<file path="src/rtl/peripheral_dbg_cpu_arbiter.sv">
// peripheral_dbg_cpu_arbiter: round-robin arbiter giving debug agents timed, one-at-a-time access to per-core CPU ports
module peripheral_dbg_cpu_arbiter #(
    parameter int X              = 2,
    parameter int Y              = 2,
    parameter int Z              = 2,
    parameter int CORES_PER_TILE = 4,
    parameter int CPU_ADDR_WIDTH = 32,
    parameter int CPU_DATA_WIDTH = 32,
    parameter int REQUESTERS     = 2,
    parameter int TIMEOUT        = 255,
    localparam int NCORES        = X * Y * Z * CORES_PER_TILE,
    localparam int CW            = (NCORES > 1) ? $clog2(NCORES) : 1,
    localparam int RW            = (REQUESTERS > 1) ? $clog2(REQUESTERS) : 1
) (
    input  logic                                 cpu_clk_i,
    input  logic                                 cpu_rst_i,
    input  logic [REQUESTERS-1:0]                req_stb_i,
    input  logic [REQUESTERS-1:0]                req_we_i,
    input  logic [REQUESTERS*CW-1:0]             req_core_i,
    input  logic [REQUESTERS*CPU_ADDR_WIDTH-1:0] req_addr_i,
    input  logic [REQUESTERS*CPU_DATA_WIDTH-1:0] req_data_i,
    output logic [REQUESTERS-1:0]                req_ack_o,
    output logic                                 req_err_o,
    output logic [CPU_DATA_WIDTH-1:0]            req_data_o,
    output logic [NCORES-1:0]                    cpu_stb_o,
    output logic [NCORES-1:0]                    cpu_we_o,
    output logic [CPU_ADDR_WIDTH-1:0]            cpu_addr_o,
    output logic [CPU_DATA_WIDTH-1:0]            cpu_data_o,
    input  logic [NCORES*CPU_DATA_WIDTH-1:0]     cpu_data_i,
    input  logic [NCORES-1:0]                    cpu_ack_i
);
    localparam logic [1:0] IDLE = 2'd0;
    localparam logic [1:0] BUSY = 2'd1;
    localparam logic [1:0] DONE = 2'd2;
    localparam logic [CW:0] NC  = (CW + 1)'(NCORES);

    logic [1:0]                state_q, state_d;
    logic [RW-1:0]             grant_q, grant_d, last_q, last_d, sel;
    logic [CW-1:0]             core_q, core_d, sel_core;
    logic                      we_q, we_d, err_q, err_d;
    logic [CPU_ADDR_WIDTH-1:0] addr_q, addr_d;
    logic [CPU_DATA_WIDTH-1:0] wdata_q, wdata_d, rdata_q, rdata_d;
    logic [7:0]                cnt_q, cnt_d;
    int                        idx;

    // round-robin pick: scan downward so the nearest requester after last_q wins
    always_comb begin
        sel = last_q;
        idx = 0;
        for (int i = REQUESTERS; i >= 1; i--) begin
            idx = (int'(last_q) + i) % REQUESTERS;
            if (req_stb_i[idx[RW-1:0]]) sel = idx[RW-1:0];
        end
        sel_core = req_core_i[sel*CW +: CW];
    end

    // FSM next state and latched transaction fields
    always_comb begin
        state_d = state_q;
        grant_d = grant_q;
        last_d  = last_q;
        core_d  = core_q;
        we_d    = we_q;
        addr_d  = addr_q;
        wdata_d = wdata_q;
        rdata_d = rdata_q;
        err_d   = err_q;
        cnt_d   = cnt_q;
        unique case (state_q)
            IDLE: if (|req_stb_i) begin
                grant_d = sel;
                core_d  = sel_core;
                we_d    = req_we_i[sel];
                addr_d  = req_addr_i[sel*CPU_ADDR_WIDTH +: CPU_ADDR_WIDTH];
                wdata_d = req_data_i[sel*CPU_DATA_WIDTH +: CPU_DATA_WIDTH];
                rdata_d = '0;
                cnt_d   = '0;
                err_d   = {1'b0, sel_core} >= NC;
                state_d = err_d ? DONE : BUSY;
            end
            BUSY: if (cpu_ack_i[core_q]) begin
                rdata_d = cpu_data_i[core_q*CPU_DATA_WIDTH +: CPU_DATA_WIDTH];
                err_d   = 1'b0;
                state_d = DONE;
            end else if (cnt_q == 8'(TIMEOUT)) begin
                rdata_d = '0;
                err_d   = 1'b1;
                state_d = DONE;
            end else begin
                cnt_d = cnt_q + 8'd1;
            end
            DONE: begin
                last_d  = grant_q;
                state_d = IDLE;
            end
            default: state_d = IDLE;
        endcase
    end

    // state registers with synchronous reset; last_q starts at the top so requester 0 wins first
    always_ff @(posedge cpu_clk_i) begin
        if (cpu_rst_i) begin
            state_q <= IDLE;
            grant_q <= '0;
            last_q  <= RW'(REQUESTERS - 1);
            core_q  <= '0;
            we_q    <= 1'b0;
            addr_q  <= '0;
            wdata_q <= '0;
            rdata_q <= '0;
            err_q   <= 1'b0;
            cnt_q   <= '0;
        end else begin
            state_q <= state_d;
            grant_q <= grant_d;
            last_q  <= last_d;
            core_q  <= core_d;
            we_q    <= we_d;
            addr_q  <= addr_d;
            wdata_q <= wdata_d;
            rdata_q <= rdata_d;
            err_q   <= err_d;
            cnt_q   <= cnt_d;
        end
    end

    assign cpu_stb_o  = (state_q == BUSY) ? (NCORES'(1) << core_q) : '0;
    assign cpu_we_o   = (state_q == BUSY && we_q) ? (NCORES'(1) << core_q) : '0;
    assign cpu_addr_o = addr_q;
    assign cpu_data_o = wdata_q;
    assign req_ack_o  = (state_q == DONE) ? (REQUESTERS'(1) << grant_q) : '0;
    assign req_err_o  = (state_q == DONE) && err_q;
    assign req_data_o = (state_q == DONE) ? rdata_q : '0;
endmodule

</file>
<file path="config.mk">
export PLATFORM = sky130hd
export DESIGN_NAME = peripheral_dbg_cpu_arbiter
export DESIGN_NICKNAME = d
export VERILOG_FILES = /design/src/rtl/peripheral_dbg_cpu_arbiter.sv
export SDC_FILE = /design/constraint.sdc
export NUM_CORES = 1
export LEC_CHECK = 0
export BUFFER_PORTS_ARGS = -buffer_cell sky130_fd_sc_hd__buf_2
export CAP_MARGIN = 15
export CORE_AREA = 4 4 529 531
export DETAILED_ROUTE_END_ITERATION = 12
export DIE_AREA = 0 0 533 535
export GPL_ROUTABILITY_DRIVEN = 1
export GPL_TIMING_DRIVEN = 0
export HOLD_SLACK_MARGIN = 0.15
export PLACE_DENSITY = 0.3
export SKIP_LAST_GASP = 1
export SLEW_MARGIN = 15
export SYNTH_ARGS = -nofsm -noshare
export SYNTH_HDL_FRONTEND = slang
export SYNTH_SLANG_ARGS = --single-unit
</file>
<file path="constraint.sdc">
create_clock -name cpu_clk_i -period 2.85 [get_ports cpu_clk_i]
set_input_delay 0.1425 -clock cpu_clk_i [delete_from_list [all_inputs] [get_ports cpu_clk_i]]
set_output_delay 0.1425 -clock cpu_clk_i [all_outputs]
set_load 0.02 [all_outputs]
</file>
==> results.ini, run 1 <==
[outcome]
status = complete, but fails checks
violations = setup timing

[logic_synthesis]
yosysSeqAreaShare = 0.170
yosys.area.top_type_share = 0.441
synth_fa_ha_area_frac = 0.000921
synth.distinct_cells = 53
synth_top_family_by_area = multiplexers
synth_compound_area_frac = 0.125
synth_area_leaders = mux4_2 (44%), dfxtp_1 (17%), mux2i_1 (11%)
syn-instance-count = 1182
synth_mux_area_frac = 0.563
post-synth-top-area-cell = mux4_2
netlist_area_mm2 = 0.0136
async_flop_share = 0
yosys_warnings = 0
synth_top_flop_cell = dfxtp_1
synth_enable_flop_cells = 0
yosys_register_bits = 115
synth_xor_xnor_area_share = 0
yosys.area_share.simple = 0.0907
syn_avg_cell_area_um2 = 11.5
syn-num-nets = 2383

[timing]
finalMaxSlewViolations = 0
rsz0062_at_grt = true
setup_viol = 1
layout_setup_ws_ns = -0.00437
setup_tns_ns = -0.00437
timing_hold_violations_final = 0
period_minus_slack_ns = 2.85
max_freq_ghz = 0.350
finalCritPeriodShare = 1.00
holdWs_ns = 0.215
slew_headroom = 0.411
skew_ns = 0.0454
tightest_slew_ns = 0.884

[place]
port_buffers = 1362
dp_hpwl_um = 189000
gp_congestion = 0.958
place_area_mm2 = 0.0253

[die]
rows = 193
io_pins = 1363
die-area_mm2 = 0.285
die_width_um = 533
core_mm2 = 0.276
start_util = 0.0493
dieHeight_um = 535

[setup_path]
crit_path_start_kind = flip-flop
slowest_delay_ns = 0.72
crit_chain = buf_16, buf_16, buf_8, mux4_2, a22oi_1, o211ai_1, a22o_1
worstSetupStartpoint = core_q[0]
worstPathMaxFanout = 10
cp_common_cell = buf_16
worstPathRequired_ns = 3.23
reg2reg_from = core_q[0]
worstReg2RegEnd = rdata_q[23]
path_delay_family = multiplexers
cp.depth = 7
crit_slowest_cell = mux4_2
worstPathArrival_ns = 3.24
worstSetupEndpointType = flip-flop
cp-endpoint = rdata_q[23]
r2r_slack_ns = -0.004
reg2regPathDepth = 7
critical_path_class = flip-flop to flip-flop
crit_buf_inv = 3

[global_routing]
grt_max_degree = 17
antenna_found_initial = 149
grt_pass1_vias = 20800
track_usage = 0.140
grt_overflow = 0
grt_pass1_wl_um = 253000

[clock_tree]
worstSkewPairLatency_ns = 0.54
cts_buffer_depth = 2
h-tree-depth = 4
cts_sinks = 115
cts_inserted_buffers = 17
cts_root_buffer = clkbuf_16
clk_pin_slew_ns = 0.08
cts_tree = built

[finish]
fin_nets = 3970
syn_to_final_growth_pct = 117
final_area_mm2 = 0.0295
drive_above_1_share = 0.699

[power]
p_per_area_mw_per_mm2 = 615
p_leak_uw = 0.0120
total_power_uw = 18100
vdd_drop_max_mv = 0.518

[routing]
wire_per_inst_um = 31.8
drtAntennaViolNets = 0
dr.pass1.iters = 5
top_layer = met5
dr.first_iter.drc_count = 1023
routed-wl-met2_um = 110000
routed_wl_um = 208000
route.detailed.drc = 0
met1_length_um = 75300
met3_wirelength_um = 14700
vias = 19600
vias_per_cell = 3.00

[run]
drv_cap = 0

[worst_hold_path]
hp-class = input pin to flip-flop

where the power goes:
part | leakage [µW] | internal [µW] | switching [µW]
registers | 0.000949 | 1960 | 264
logic | 0.0108 | 5450 | 8130
clock network | 0.000269 | 1130 | 1180
total | 0.0120 | 8540 | 9570
state kept, by name, indices dropped and copies added (netlist names), 2 cells and up:
register,cells
cpu_data_o,32
state_q,2
core_q,5
cnt_q,8
cpu_addr_o,32
rdata_q,32
cell usage after synthesis, types with 7 or more instances:
cell,instances
a211o_1,7
a211oi_1,75
a21oi_1,22
a22oi_1,13
and2_1,36
buf_2,49
buf_4,12
buf_6,8
clkbuf_1,62
dfxtp_1,115
mux2_2,19
mux2i_1,144
mux4_2,266
nand2_1,16
nand2b_1,9
nand3_1,16
nand4_1,8
nor2_1,159
nor2b_1,9
o21ai_0,7
o22ai_1,37
o2bb2ai_1,27
worst register-to-register path, delay by kind of cell, from the launching register on:
family	cells	cell delay [ns]
AOI/OAI and AO/OA	3	0.72
buffers and inverters	3	0.75
DFF	1	0.44
muxes	1	0.80
metrics by stage:
step | worst slack (ns) | instances | utilization
after detailed placement | -1.97 | 6261 | 0.0919
after global routing | -0.0187 | 6530 | 0.107
final | -0.00437 | 6555 | 0.107
after CTS | -0.175 | 6473 | 0.105
after floorplan | 0.695 | 1182 | -
after global placement | -3.44 | 6249 | 0.0909
worst min path at each step:
stage	from	to	cells after the start
floorplan	req_data_i[43]	cpu_data_o[11]	2
global placement	rdata_q[28]	rdata_q[28]	1
detailed placement	rdata_q[21]	rdata_q[21]	1
CTS	req_data_i[26]	cpu_data_o[26]	3
global route	req_data_i[26]	cpu_data_o[26]	3
finish	req_data_i[26]	cpu_data_o[26]	3
cell families after synthesis:
family	Yosys count
AND/OR/NAND/NOR	271
buffers and inverters	139
flip-flops	115
adder cells (fa/ha/maj)	1
AO/OA/AOI/OAI	227
multiplexers	429
metal layers:
layer	vias to the layer above	GRT usage
met5	-	0
met4	66	0.0471
met3	311	0.0381
met2	1222	0.264
met1	9861	0.149
li1	8182	-
layout by cell type, fill, tap and decap left out, drive strengths merged, types with 9 or more instances in the layout:
cell,synthesis,final
o2bb2ai,27,27
a21oi,23,23
nand2,17,17
nor2,160,160
a22oi,13,13
nand2b,9,9
mux2,19,19
a211oi,75,75
dlygate4sd3,0,138
mux4,266,266
nor2b,9,9
inv,5,11
o22ai,38,38
diode,0,68
mux2i,144,144
and2,36,36
nand3,16,16
dfxtp,115,115
buf,72,1502
clkbuf,62,77
layout make-up:
type	count	area, µm²
fill	32000	246000
buffer	130	1600
inverter	5	23.8
tap	3705	4640
clock inverter	15	126
clock buffer	17	425
antenna	68	170
sequential	115	2320
timing repair buffer	1572	9080
multi-input combinational	928	11100
what timing repair did:
item / in CTS / in global routing
cloned: 0 / 2
hold buffers: 138 / 0
endpoints found under the hold margin: 72 / 0
setup buffers: 45 / 13
pin swaps: 8 / 6
setup endpoints to repair: 140 / 32
gates resized for setup: 345 / 24
No activity file was read; power rests on OpenSTA's default activity.
==> run 2: changes to the inputs <==
CORE_AREA = 4 4 523 525   (was 4 4 529 531)
DIE_AREA = 0 0 527 529   (was 0 0 533 535)
==> run 2 against run 1 <==
The flow now finishes without violations. Maximum frequency increased by 2.0%. Combinational power hardly changed. Global-route usage rose by 0.27 points. Die area shrank 2.2%. Final cell count down 2.4%. First-iteration DRC count rose by 6.7%. Count of clock-buffer cells in the layout up 2. Register-to-register slack gained 0.06 ns. Sequential share of layout area barely moved. Non-clock buffer count shrank 3. Critical path type unchanged. Highest routed layer unchanged.
==> results.ini, run 2 (synthesis gave the netlist of run 1 again) <==
[clock_tree]
worstSkewPairLatency_ns = 0.54
cts_root_buffer = clkbuf_16
cts_buffer_depth = 2
clk_pin_slew_ns = 0.07
cts_sinks = 115
cts_inserted_buffers = 17
h-tree-depth = 4
cts_tree = built

[die]
core_mm2 = 0.269
start_util = 0.0504
rows = 191
die_width_um = 527
die-area_mm2 = 0.279
io_pins = 1363
dieHeight_um = 529

[finish]
utilization = 0.109
final_cell_mix = buf_2 (1365), mux4_2 (266), nor2_1 (149), dlygate4sd3_1 (138), mux2i_1 (123)
layout_commonest_cell = buf_2
regArea_mm2 = 0.00231
fin_nets = 3967
multiInputGateArea_mm2 = 0.0111
syn_to_final_growth_pct = 115
drive_above_1_share = 0.696
fillCellCount = 31200

[global_routing]
antenna_found_initial = 166
grt_overflow = 0
track_usage = 0.143
grt_max_degree = 17
grt_pass1_vias = 20700
grt_pass1_wl_um = 251000

[routing]
dr.first_iter.drc_count = 1092
top_layer = met5
wire_per_inst_um = 32.5
dr.pass1.iters = 5
met3_wirelength_um = 19900
route.detailed.drc = 0
vias = 19600
routed_wl_um = 208000
met1_length_um = 73600
vias_per_cell = 3.07
drtAntennaViolNets = 0
routed-wl-met2_um = 108000

[setup_path]
critical_path_class = flip-flop to flip-flop
crit_path_start_kind = flip-flop
crit_slowest_cell = mux4_2
crit_buf_inv = 5
worstSetupEndpointType = flip-flop
worstPathRequired_ns = 3.23
crit_chain = buf_12, buf_16, buf_16, buf_16, buf_16, mux4_2, a22oi_2, nand4_1, a22o_1
slowest_delay_ns = 0.66
r2r_slack_ns = 0.05
path_delay_family = buffers and inverters
worstPathArrival_ns = 3.18
worstPathMaxFanout = 8
cp_common_cell = buf_16

[timing]
rsz0062_at_grt = true
setup_viol = 0
skew_ns = 0.0464
setup_tns_ns = 0
finalMaxSlewViolations = 0
period_minus_slack_ns = 2.80
timing_hold_violations_final = 0
max_freq_ghz = 0.357
slew_headroom = 0.322
tightest_slew_ns = 1.01
finalCritPeriodShare = 0.982

[power]
p_leak_uw = 0.0120
p_switching_uw = 9280
vdd_drop_max_mv = 0.494
total_power_uw = 18000
comb_power_share = 0.744
p_clk_frac = 0.134
swShare = 0.516
p_per_area_mw_per_mm2 = 614
p_seq_frac = 0.123
internal_power_uw = 8690

[place]
port_buffers = 1362
dp_hpwl_um = 188000
gp_congestion = 0.955

[outcome]
status = complete, no violations

[worst_hold_path]
hp-class = input pin to flip-flop

[run]
drv_cap = 0

## run 2: cell count changes in the layout (fill, tap and decap cells not counted), moves of 5 or more
cell,before,now
buf_8,10,16
nor2_1,142,149
buf_4,64,50
diode_2,68,50
nor2_2,11,4
mux2i_1,130,123
mux2i_4,11,16
clkbuf_1,24,29
buf_2,1358,1365
## run 2: what timing repair did
| action | CTS | global route |
|---|---|---|
| gates cloned | 2 | 1 |
| setup endpoints to repair | 114 | 40 |
| hold endpoints to repair | 74 | 0 |
| resized for setup | 320 | 30 |
| buffers inserted | 48 | 7 |
| hold buffers | 138 | 0 |
| pin swaps | 15 | 7 |
## run 2: path summary, 6_finish.rpt
check	endpoint	depth (start not counted)	start
setup / recovery	rdata_q[14]	9	core_q[0]
hold / removal	cpu_data_o[3]	3	req_data_i[35]
hold reg to reg	cnt_q[7]	1	cnt_q[7]
setup reg to reg	rdata_q[14]	9	core_q[0]
## run 2: final cells by class
class,instances,area share
Clock inverter,13,0.00436
Timing Repair Buffer,1569,0.310
Sequential cell,115,0.0790
Antenna cell,50,0.00428
Inverter,5,0.000813
Clock buffer,19,0.0155
Buffer,130,0.0536
Multi-Input combinational cell,928,0.380
Tap cell,3570,0.153
## run 2: routing by layer
metal / vias up / track usage
li1: 8157 / -
met1: 9795 / 0.154
met2: 1288 / 0.265
met3: 297 / 0.0460
met4: 100 / 0.0385
met5: - / 0
## run 2: power groups by stage
stage                     registers (µW)  logic, µW  clock network [µW]
after floorplan                     2430       5150                   0
after global placement              2210      11900                   0
after detailed placement            2220      12100                   0
after CTS                           2210      13900                2540
after global routing                2250      14200                2550
final                               2200      13400                2400
## run 2: tightest hold or removal path, cell delays in order
cell,delay (ns)
buf_2,0.07
mux2i_1,0.18
a211oi_1,0.27
## run 2: through the flow
step,instances,cell area [µm²],setup WS (ns),hold slack [ns]
after floorplan,1182,13600,0.695,0.376
after global placement,6114,24900,-2.88,0.441
after detailed placement,6126,25200,-2.46,0.440
after CTS,6343,28900,-0.123,0.153
after global routing,6374,29200,-0.0319,0.166
final,6399,29200,0.0508,0.211
